File: config.mk
export PLATFORM = sky130hd
export DESIGN_NAME = uart_tx_arb
export DESIGN_NICKNAME = d
export VERILOG_FILES = /design/src/rtl/uart_pkg.sv /design/src/rtl/uart_baud_gen.sv /design/src/rtl/uart_tx_arb.sv
export SDC_FILE = /design/constraint.sdc
export NUM_CORES = 1
export LEC_CHECK = 0
export ABC_AREA = 1
export BUFFER_PORTS_ARGS = -buffer_cell sky130_fd_sc_hd__clkbuf_2
export CORE_MARGIN = 1
export CORE_UTILIZATION = 45
export CTS_BUF_LIST = sky130_fd_sc_hd__clkbuf_4 sky130_fd_sc_hd__clkbuf_8 sky130_fd_sc_hd__clkbuf_16
export DETAILED_ROUTE_END_ITERATION = 16
export GPL_TIMING_DRIVEN = 0
export PLACE_DENSITY_LB_ADDON = 0.05
export SYNTH_ARGS = -nofsm -noshare
export SYNTH_HDL_FRONTEND = slang
export SYNTH_SLANG_ARGS = --single-unit
export TNS_END_PERCENT = 100
File: constraint.sdc
create_clock -name i_clk -period 2.8 [get_ports i_clk]
set_input_delay 0.7 -clock i_clk [delete_from_list [all_inputs] [get_ports i_clk]]
set_output_delay 0.7 -clock i_clk [all_outputs]
set_load 0.05 [all_outputs]
File: src/rtl/uart_pkg.sv
// Shared definitions for the UART transmit-side blocks.
//   state_t            : arbiter sequencer states (2-bit encoding)
//   CLKS_PER_BIT_DEF   : default i_clk cycles per UART bit (50 MHz / 115200)
//   TIMEOUT_CYCLES_DEF : default idle cycles before a locked grant is revoked
package uart_pkg;

  typedef enum logic [1:0] {
    S_ARB   = 2'd0,
    S_FETCH = 2'd1,
    S_SEND  = 2'd2
  } state_t;

  localparam int CLKS_PER_BIT_DEF   = 434;
  localparam int TIMEOUT_CYCLES_DEF = 65535;

endpackage

File: src/rtl/uart_baud_gen.sv
// Free-running baud strobe generator.
//   i_clk     : system clock
//   w_intrst  : asynchronous active-high reset, clears the counter
//   o_txpulse : one-cycle strobe every CLKS_PER_BIT cycles (count == CLKS_PER_BIT-1)
module uart_baud_gen
  import uart_pkg::*;
#(
  parameter int CLKS_PER_BIT = CLKS_PER_BIT_DEF
) (
  input  logic i_clk,
  input  logic w_intrst,
  output logic o_txpulse
);

  localparam int CNT_W = (CLKS_PER_BIT > 1) ? $clog2(CLKS_PER_BIT) : 1;
  localparam logic [CNT_W-1:0] CNT_MAX = CNT_W'(CLKS_PER_BIT - 1);

  logic [CNT_W-1:0] r_cnt;

  always_ff @(posedge i_clk or posedge w_intrst) begin
    if (w_intrst) begin
      r_cnt <= '0;
    end else if (r_cnt == CNT_MAX) begin
      r_cnt <= '0;
    end else begin
      r_cnt <= r_cnt + CNT_W'(1);
    end
  end

  // Decoded from the count so the strobe is low while reset holds the count at 0.
  assign o_txpulse = (r_cnt == CNT_MAX);

endmodule

File: src/rtl/uart_tx_arb.sv
// Packet-locked round-robin arbiter sharing one uart_tx among N_REQ requesters.
//   i_clk, w_intrst : clock, asynchronous active-high reset
//   i_req_data      : requester k byte in bits [8k+7:8k]
//   i_req_valid     : per-requester byte valid
//   i_req_last      : per-requester end-of-packet flag (qualified by valid)
//   o_req_ready     : ready to the granted requester while fetching (at most one bit)
//   o_grant         : one-hot grant, 0 when no grant is held
//   o_tx_data/valid : byte handshake toward uart_tx, i_tx_ready is its ready
//   o_txpulse       : baud strobe for uart_tx
//   o_busy          : high whenever the sequencer is not arbitrating
// Optional build macro UART_ARB_TIMEOUT_EN adds an idle watchdog on the locked
// grant and the o_timeout pulse output.
module uart_tx_arb
  import uart_pkg::*;
#(
  parameter int N_REQ          = 4,
  parameter int CLKS_PER_BIT   = CLKS_PER_BIT_DEF,
  parameter int TIMEOUT_CYCLES = TIMEOUT_CYCLES_DEF
) (
  input  logic               i_clk,
  input  logic               w_intrst,
  input  logic [8*N_REQ-1:0] i_req_data,
  input  logic [N_REQ-1:0]   i_req_valid,
  input  logic [N_REQ-1:0]   i_req_last,
  output logic [N_REQ-1:0]   o_req_ready,
  output logic [N_REQ-1:0]   o_grant,
  output logic [7:0]         o_tx_data,
  output logic               o_tx_valid,
  input  logic               i_tx_ready,
  output logic               o_txpulse,
  output logic               o_busy
`ifdef UART_ARB_TIMEOUT_EN
  ,
  output logic               o_timeout
`endif
);

  localparam int PTR_W = $clog2(N_REQ);
  localparam logic [N_REQ-1:0] GRANT_LSB = N_REQ'(1);

  if (N_REQ < 2 || N_REQ > 8 || TIMEOUT_CYCLES < 1 || TIMEOUT_CYCLES > 65535) begin : g_param_check
    $error("uart_tx_arb: N_REQ must be 2..8 and TIMEOUT_CYCLES 1..65535");
  end

  state_t             r_state;
  state_t             w_state_nxt;
  logic [PTR_W-1:0]   r_ptr;
  logic               r_last;
  logic               w_pick_vld;
  logic [PTR_W-1:0]   w_pick_idx;
  logic [PTR_W-1:0]   w_cand;
  logic [7:0]         w_sel_data;
  logic               w_sel_valid;
  logic               w_sel_last;
  logic               w_fetch_hs;
  logic               w_send_hs;
  logic               w_timeout;

  function automatic logic [PTR_W-1:0] rr_idx(input logic [PTR_W-1:0] base, input int ofs);
    return PTR_W'((int'(base) + ofs) % N_REQ);
  endfunction

  uart_baud_gen #(
    .CLKS_PER_BIT (CLKS_PER_BIT)
  ) u_baud_gen (
    .i_clk     (i_clk),
    .w_intrst  (w_intrst),
    .o_txpulse (o_txpulse)
  );

  // Rotating scan starting just past the last granted index, so the requester
  // that held the line most recently is considered last.
  always_comb begin
    w_pick_vld = 1'b0;
    w_pick_idx = r_ptr;
    w_cand     = r_ptr;
    for (int i = 1; i <= N_REQ; i++) begin
      w_cand = rr_idx(r_ptr, i);
      if (!w_pick_vld && i_req_valid[w_cand]) begin
        w_pick_vld = 1'b1;
        w_pick_idx = w_cand;
      end
    end
  end

  // r_ptr only moves on a grant, so while a grant is held it names the owner.
  always_comb begin
    w_sel_data  = '0;
    w_sel_valid = 1'b0;
    w_sel_last  = 1'b0;
    for (int k = 0; k < N_REQ; k++) begin
      if (r_ptr == PTR_W'(k)) begin
        w_sel_data  = i_req_data[8*k +: 8];
        w_sel_valid = i_req_valid[k];
        w_sel_last  = i_req_last[k];
      end
    end
  end

  always_comb begin
    o_req_ready = (r_state == S_FETCH) ? o_grant : '0;
  end

  assign w_fetch_hs = (r_state == S_FETCH) && w_sel_valid;
  assign w_send_hs  = (r_state == S_SEND) && o_tx_valid && i_tx_ready;
  assign o_busy     = (r_state != S_ARB);

`ifdef UART_ARB_TIMEOUT_EN
  logic [15:0] r_idle_cnt;

  // Counts consecutive fetch cycles with the owner idle; the revoke fires on
  // the TIMEOUT_CYCLES-th such cycle.
  assign w_timeout = (r_state == S_FETCH) && !w_sel_valid &&
                     (r_idle_cnt == 16'(TIMEOUT_CYCLES - 1));

  always_ff @(posedge i_clk or posedge w_intrst) begin
    if (w_intrst) begin
      r_idle_cnt <= '0;
      o_timeout  <= 1'b0;
    end else begin
      o_timeout <= w_timeout;
      if (r_state != S_FETCH || w_sel_valid || w_timeout) begin
        r_idle_cnt <= '0;
      end else begin
        r_idle_cnt <= r_idle_cnt + 16'd1;
      end
    end
  end
`else
  assign w_timeout = 1'b0;
`endif

  always_ff @(posedge i_clk or posedge w_intrst) begin
    if (w_intrst) begin
      r_state <= S_ARB;
    end else begin
      r_state <= w_state_nxt;
    end
  end

  always_comb begin
    w_state_nxt = r_state;
    case (r_state)
      S_ARB: begin
        if (w_pick_vld) begin
          w_state_nxt = S_FETCH;
        end
      end
      S_FETCH: begin
        if (w_fetch_hs) begin
          w_state_nxt = S_SEND;
        end else if (w_timeout) begin
          w_state_nxt = S_ARB;
        end
      end
      S_SEND: begin
        if (w_send_hs) begin
          w_state_nxt = r_last ? S_ARB : S_FETCH;
        end
      end
      default: w_state_nxt = S_ARB;
    endcase
  end

  always_ff @(posedge i_clk or posedge w_intrst) begin
    if (w_intrst) begin
      r_ptr      <= PTR_W'(N_REQ - 1);
      o_grant    <= '0;
      o_tx_data  <= '0;
      o_tx_valid <= 1'b0;
      r_last     <= 1'b0;
    end else begin
      if (r_state == S_ARB && w_pick_vld) begin
        o_grant <= GRANT_LSB << w_pick_idx;
        r_ptr   <= w_pick_idx;
      end
      if (w_fetch_hs) begin
        o_tx_data  <= w_sel_data;
        o_tx_valid <= 1'b1;
        r_last     <= w_sel_last;
      end
      if (w_send_hs) begin
        o_tx_valid <= 1'b0;
        if (r_last) begin
          o_grant <= '0;
        end
      end
      if (w_timeout) begin
        o_grant <= '0;
      end
    end
  end

endmodule
# After elaboration in Yosys (flattened, before gate mapping)
# Cells that the tools add are included.
[op_classes] magnitude_cmp=4 reduce_logical=15 mux=40 shift=1 add_sub_neg=5 eq_ne=9
[ops] cell="8-bit 2-to-1 mux" count=4
[ops] cell="1-bit 2-to-1 mux" count=19
[ops] cell="4-bit 2-to-1 mux" count=4
[ops] cell="2-bit 2-to-1 mux" count=7
[ops] cell="2-bit by 3-bit < comparator with 1-bit output, second input constant" count=4
[ops] cell="9-bit by 1-bit adder with 9-bit output, second input constant" count=1
[ops] cell="9-bit == test, second input constant" count=1
[ops] cell="9-bit 2-to-1 mux" count=1
[ops] cell="1-bit binary-select mux with 2-bit select" count=4
[ops] cell="1-bit logical AND" count=7
[ops] cell="2-bit == test, second input constant" count=3
[ops] cell="2-bit != test, second input constant" count=3
[ops] cell="2-bit case mux with 3 select lines" count=1
[ops] cell="2-bit by 1-bit adder with 2-bit output, second input constant" count=2
[ops] cell="2-bit adder, second input constant" count=2
[ops] cell="2-bit by 1-bit == test with 1-bit output, second input constant" count=2
[ops] cell="2-bit zero test" count=2
[ops] cell="2-bit nonzero test" count=2
[ops] cell="1-bit by 2-bit << shifter with 4-bit output, first input constant" count=1
[ops] cell="1-bit zero test" count=3
[ops] cell="3-bit AND reduction" count=1
[word_totals] inputBits=43 register_bits=27 wordCells=81 out_inout_bits=19

# Depth between registers and ports, before layout
[logic_depth] depth_word=17 ltp_mapped=13 mapped_depth_nobuf=12

# Modules after synthesis
# A second synthesis with hierarchy kept.
[hier_totals] hier_cells=254 hier_area_um2=1929.4
[by_module_without_submodules] mod="uart_tx_arb" seq_area_each_um2=452.9 area_per_inst_um2=1438.9 instances=1 cells_per_inst=192
[by_module_without_submodules] mod="uart_baud_gen" seq_area_each_um2=225.2 area_per_inst_um2=490.5 instances=1 cells_per_inst=62

# Worst setup path before layout
# OpenSTA, ideal clock, no wires.
[synth_path] path_type="reg2out" from="register o_grant[0]" to="output o_req_ready[0]" stages_incl_launch_ff=3 path_buffers=0 required_time_ns=2.100 setup_slack_ns=0.710 t_arrival_ns=1.390 cell_sequence="dfrtp_1 inv_1 nor2_1"
[synth_between] elab_chain_cells=1
[synth_rtl] element="start, declared" line_no="uart_tx_arb.sv:26" rtl="output logic [N_REQ-1:0] o_grant,"
[synth_rtl] element="start signal, assigned" line_no="uart_tx_arb.sv:174" rtl="o_grant <= GRANT_LSB << w_pick_idx;"
[synth_rtl] element="4-bit 2-to-1 mux" line_no="uart_tx_arb.sv:101" rtl="o_req_ready = (r_state == S_FETCH) ? o_grant : '0;"
[synth_rtl] element="end, declared" line_no="uart_tx_arb.sv:25" rtl="output logic [N_REQ-1:0] o_req_ready,"
# No other way between the ends.

# Worst setup path in the final report
[layout_path] from="register u_baud_gen.r_cnt[1]" to="output o_txpulse"
[layout_between] elab_chain_cells=1
[layout_rtl] element="start, declared" line_no="uart_baud_gen.sv:18" rtl="logic [CNT_W-1:0] r_cnt;"
[layout_rtl] element="start signal, assigned" line_no="uart_baud_gen.sv:26" rtl="r_cnt <= r_cnt + CNT_W'(1);"
[layout_rtl] element="9-bit == test" line_no="uart_baud_gen.sv:31" rtl="assign o_txpulse = (r_cnt == CNT_MAX);"
[layout_rtl] element="end, declared" line_no="uart_tx_arb.sv:30" rtl="output logic o_txpulse,"
# No other way between the ends.

==> metrics.yaml <==
viasPerCell: 4.80
cts_resized: 0
rsz0062_at_grt: "false"
p_switching_w: 0.00146
netlist_instances: 239
die_x_um: 66.3
maxCapViolations: 0
slew_headroom: 0.325
cts.clk_slew.worst_paths_ns: 0.09
grt_max_degree: 28
dieArea_um2: 4400
tns_ns: 0
p_int_w: 0.00120
h-tree-depth: 1
ant_nets: 0
fmax_mhz: 421
seq_power_share: 0.227
final_max_slew_viol_count: 0
final_util: 0.570
gp_congestion: 0.819
n_antenna_cell: 0
placed_cell_area_um2: 2230
fin_crit_ns: 2.37
timing.final.crit_share: 0.848
r2r_setup_slack_ns: 0.63
io_buffers: 61
outcome: "finished, violations left"
finalClockSkew_ns: 0.00185
rows: 23
hold_start: "o_tx_data[7]"
critPathLaunchType: "flip-flop"
min_delay_path_depth: 2
post_route_cells_drive_above_1_share: 0.322
drt_iter0_markers: 85
ys.flop_type: "dfrtp_1"
drc: 2
avgSynthCellArea_um2: 7.80
path_max_fanout: 7
hold_viol: 0
fp.dieH_um: 66.3
yosys_warnings: 0
critPathKind: "flip-flop to output port"
synth_most_common_cell: "nand2_1"
violations: "DRC"
core-area_um2: 4000
synthToLayoutAreaGrowth_pct: 22.4
grt_use_total: 0.183
powerDensity_nw_per_um2: 1160
yosysSeqAreaShare: 0.364
postCtsSetupRepairBufs: 0
dp_hpwl_mm: 3.11
final_cells: 354
endpoint_kind: "output port"
wl_mm: 3.72
grt_overflow: 0
holdPathEnd: "o_tx_data[7]"
p_comb_frac: 0.691
io_pins: 62
root_buffer: "clkbuf_8"
worstReg2RegStart: "r_ptr[0]"
cts.sinks: 27
dp.cells: 350
routedWlPerCell_um: 10.5
hold_buffers: 0
ys_ff_latch: 27
peakVddDrop_v: 0.000560
cp_data_required_time_ns: 2.10
clkPwrFrac: 0.082
p_leak_nw: 1.18
vias: 1700
min_path_type: "flip-flop to flip-flop"
stdcell_area_um2: 2280
antenna_found_initial: 0
syn_nets: 288
cts_tree: "done"
grt_pass1_wl_mm: 6.37
p_total_w: 0.00265
cts_buffer_depth: 2
timing.rr.end: "o_grant[0]"
synth_top_area_frac: 0.336
synth.distinct_cells: 34
reg2regPathDepth: 12
start_util: 0.466
syn_area_um2: 1860
synthArstFlopShare: 1.00
synth.area.top_cells: "dfrtp_1, nand2_1, o21ai_0, inv_1, mux2i_1"
synth_common_cells: "nand2_1, inv_1, dfrtp_1, o21ai_0, nor2_1"
first_pass_iters: 10
switching_share: 0.549
yosys.area.top_type: "dfrtp_1"
worst_pin_slew_ns: 1.01
cts_buffers: 3
worstSkewPairLatency_ns: 0.27
final_nets: 354
crit_arrival_ns: 1.67
synth_edf_count: 0
grt_pass1_vias: 1510
setup_viol: 0
==> kinds of logic after synthesis <==
logic type,synth area share
DFF,0.364
adders and majority gates,0.0403
xor gates and xnor gates,0.0188
muxes,0.0484
and+or+nand+nor,0.305
buffers and inverters,0.0967
AOI/OAI and AO/OA,0.127
==> critical path, stage by stage, from the launching register on <==
cell	delay (ns)
dfrtp_1	0.41
inv_1	0.06
ha_1	0.13
inv_1	0.03
nor3_1	0.15
nand3_1	0.11
inv_1	0.20
clkbuf_2	0.32
==> routing by layer <==
layer / GRT usage / routed length, µm / up-vias
met5: 0 / 0 / -
met4: 0.0399 / 0 / 0
met3: 0.0310 / 190 / 0
met2: 0.295 / 1640 / 51
met1: 0.255 / 1890 / 739
li1: - / - / 910
==> cell type report <==
cell class              instances  area (µm²)
fillers                       392        1720
multi-input cells             174        1000
flip-flops and latches         27         678
repair buffers                 61         305
inverters                      31         131
well taps                      50        62.6
plain buffers                   7        48.8
clock buffers                   3        41.3
clock inverters                 1        7.51
==> flip-flops by register name, summed over array words and instances, names as in the netlist <==
register          count
r_state               2
o_grant               4
r_ptr                 2
o_tx_data             8
r_last                1
u_baud_gen.r_cnt      9
o_tx_valid            1
==> layout by cell type (no fill, tap or decap), types with 3 or more instances in the layout <==
cell | netlist | final
clkbuf_2 | 0 | 61
dfrtp_1 | 25 | 25
clkbuf_8 | 0 | 3
mux2i_1 | 9 | 9
a21oi_1 | 5 | 5
nand3_1 | 16 | 16
nor2_1 | 18 | 18
o21ai_0 | 23 | 23
nand2_1 | 54 | 54
buf_2 | 3 | 3
ha_1 | 6 | 6
nand4_1 | 4 | 4
a22oi_1 | 9 | 9
nand3_2 | 3 | 3
inv_1 | 26 | 26
nand2_2 | 8 | 8
nand2_4 | 6 | 6
==> worst max-delay path by stage <==
stage | start | to | slack (ns) | cells after the start
finish | u_baud_gen.r_cnt[1] | o_txpulse | 0.43 | 7
floorplan | o_grant[0] | o_req_ready[0] | 0.71 | 2
global route | u_baud_gen.r_cnt[1] | o_txpulse | 0.28 | 7
detailed placement | r_ptr[0] | o_grant[2] | 0.67 | 12
CTS | u_baud_gen.r_cnt[1] | o_txpulse | 0.39 | 7
global placement | r_ptr[0] | r_ptr[1] | 0.68 | 11
==> power groups by stage <==
stage / clock network, W / logic, W / registers [W]
final: 0.000219 / 0.00183 / 0.000601
after global routing: 0.000245 / 0.00206 / 0.000620
after CTS: 0.000232 / 0.00185 / 0.000603
after detailed placement: 0 / 0.00185 / 0.000608
after global placement: 0 / 0.00183 / 0.000607
after floorplan: 0 / 0.00123 / 0.000861
==> per-stage QoR <==
step,setup WS (ns),hold WS (ns)
floorplan,0.710,0.453
global placement,0.675,0.467
detailed placement,0.667,0.472
CTS,0.391,0.497
global route,0.284,0.530
finish,0.426,0.491
Power figures use the tool's default switching activity.
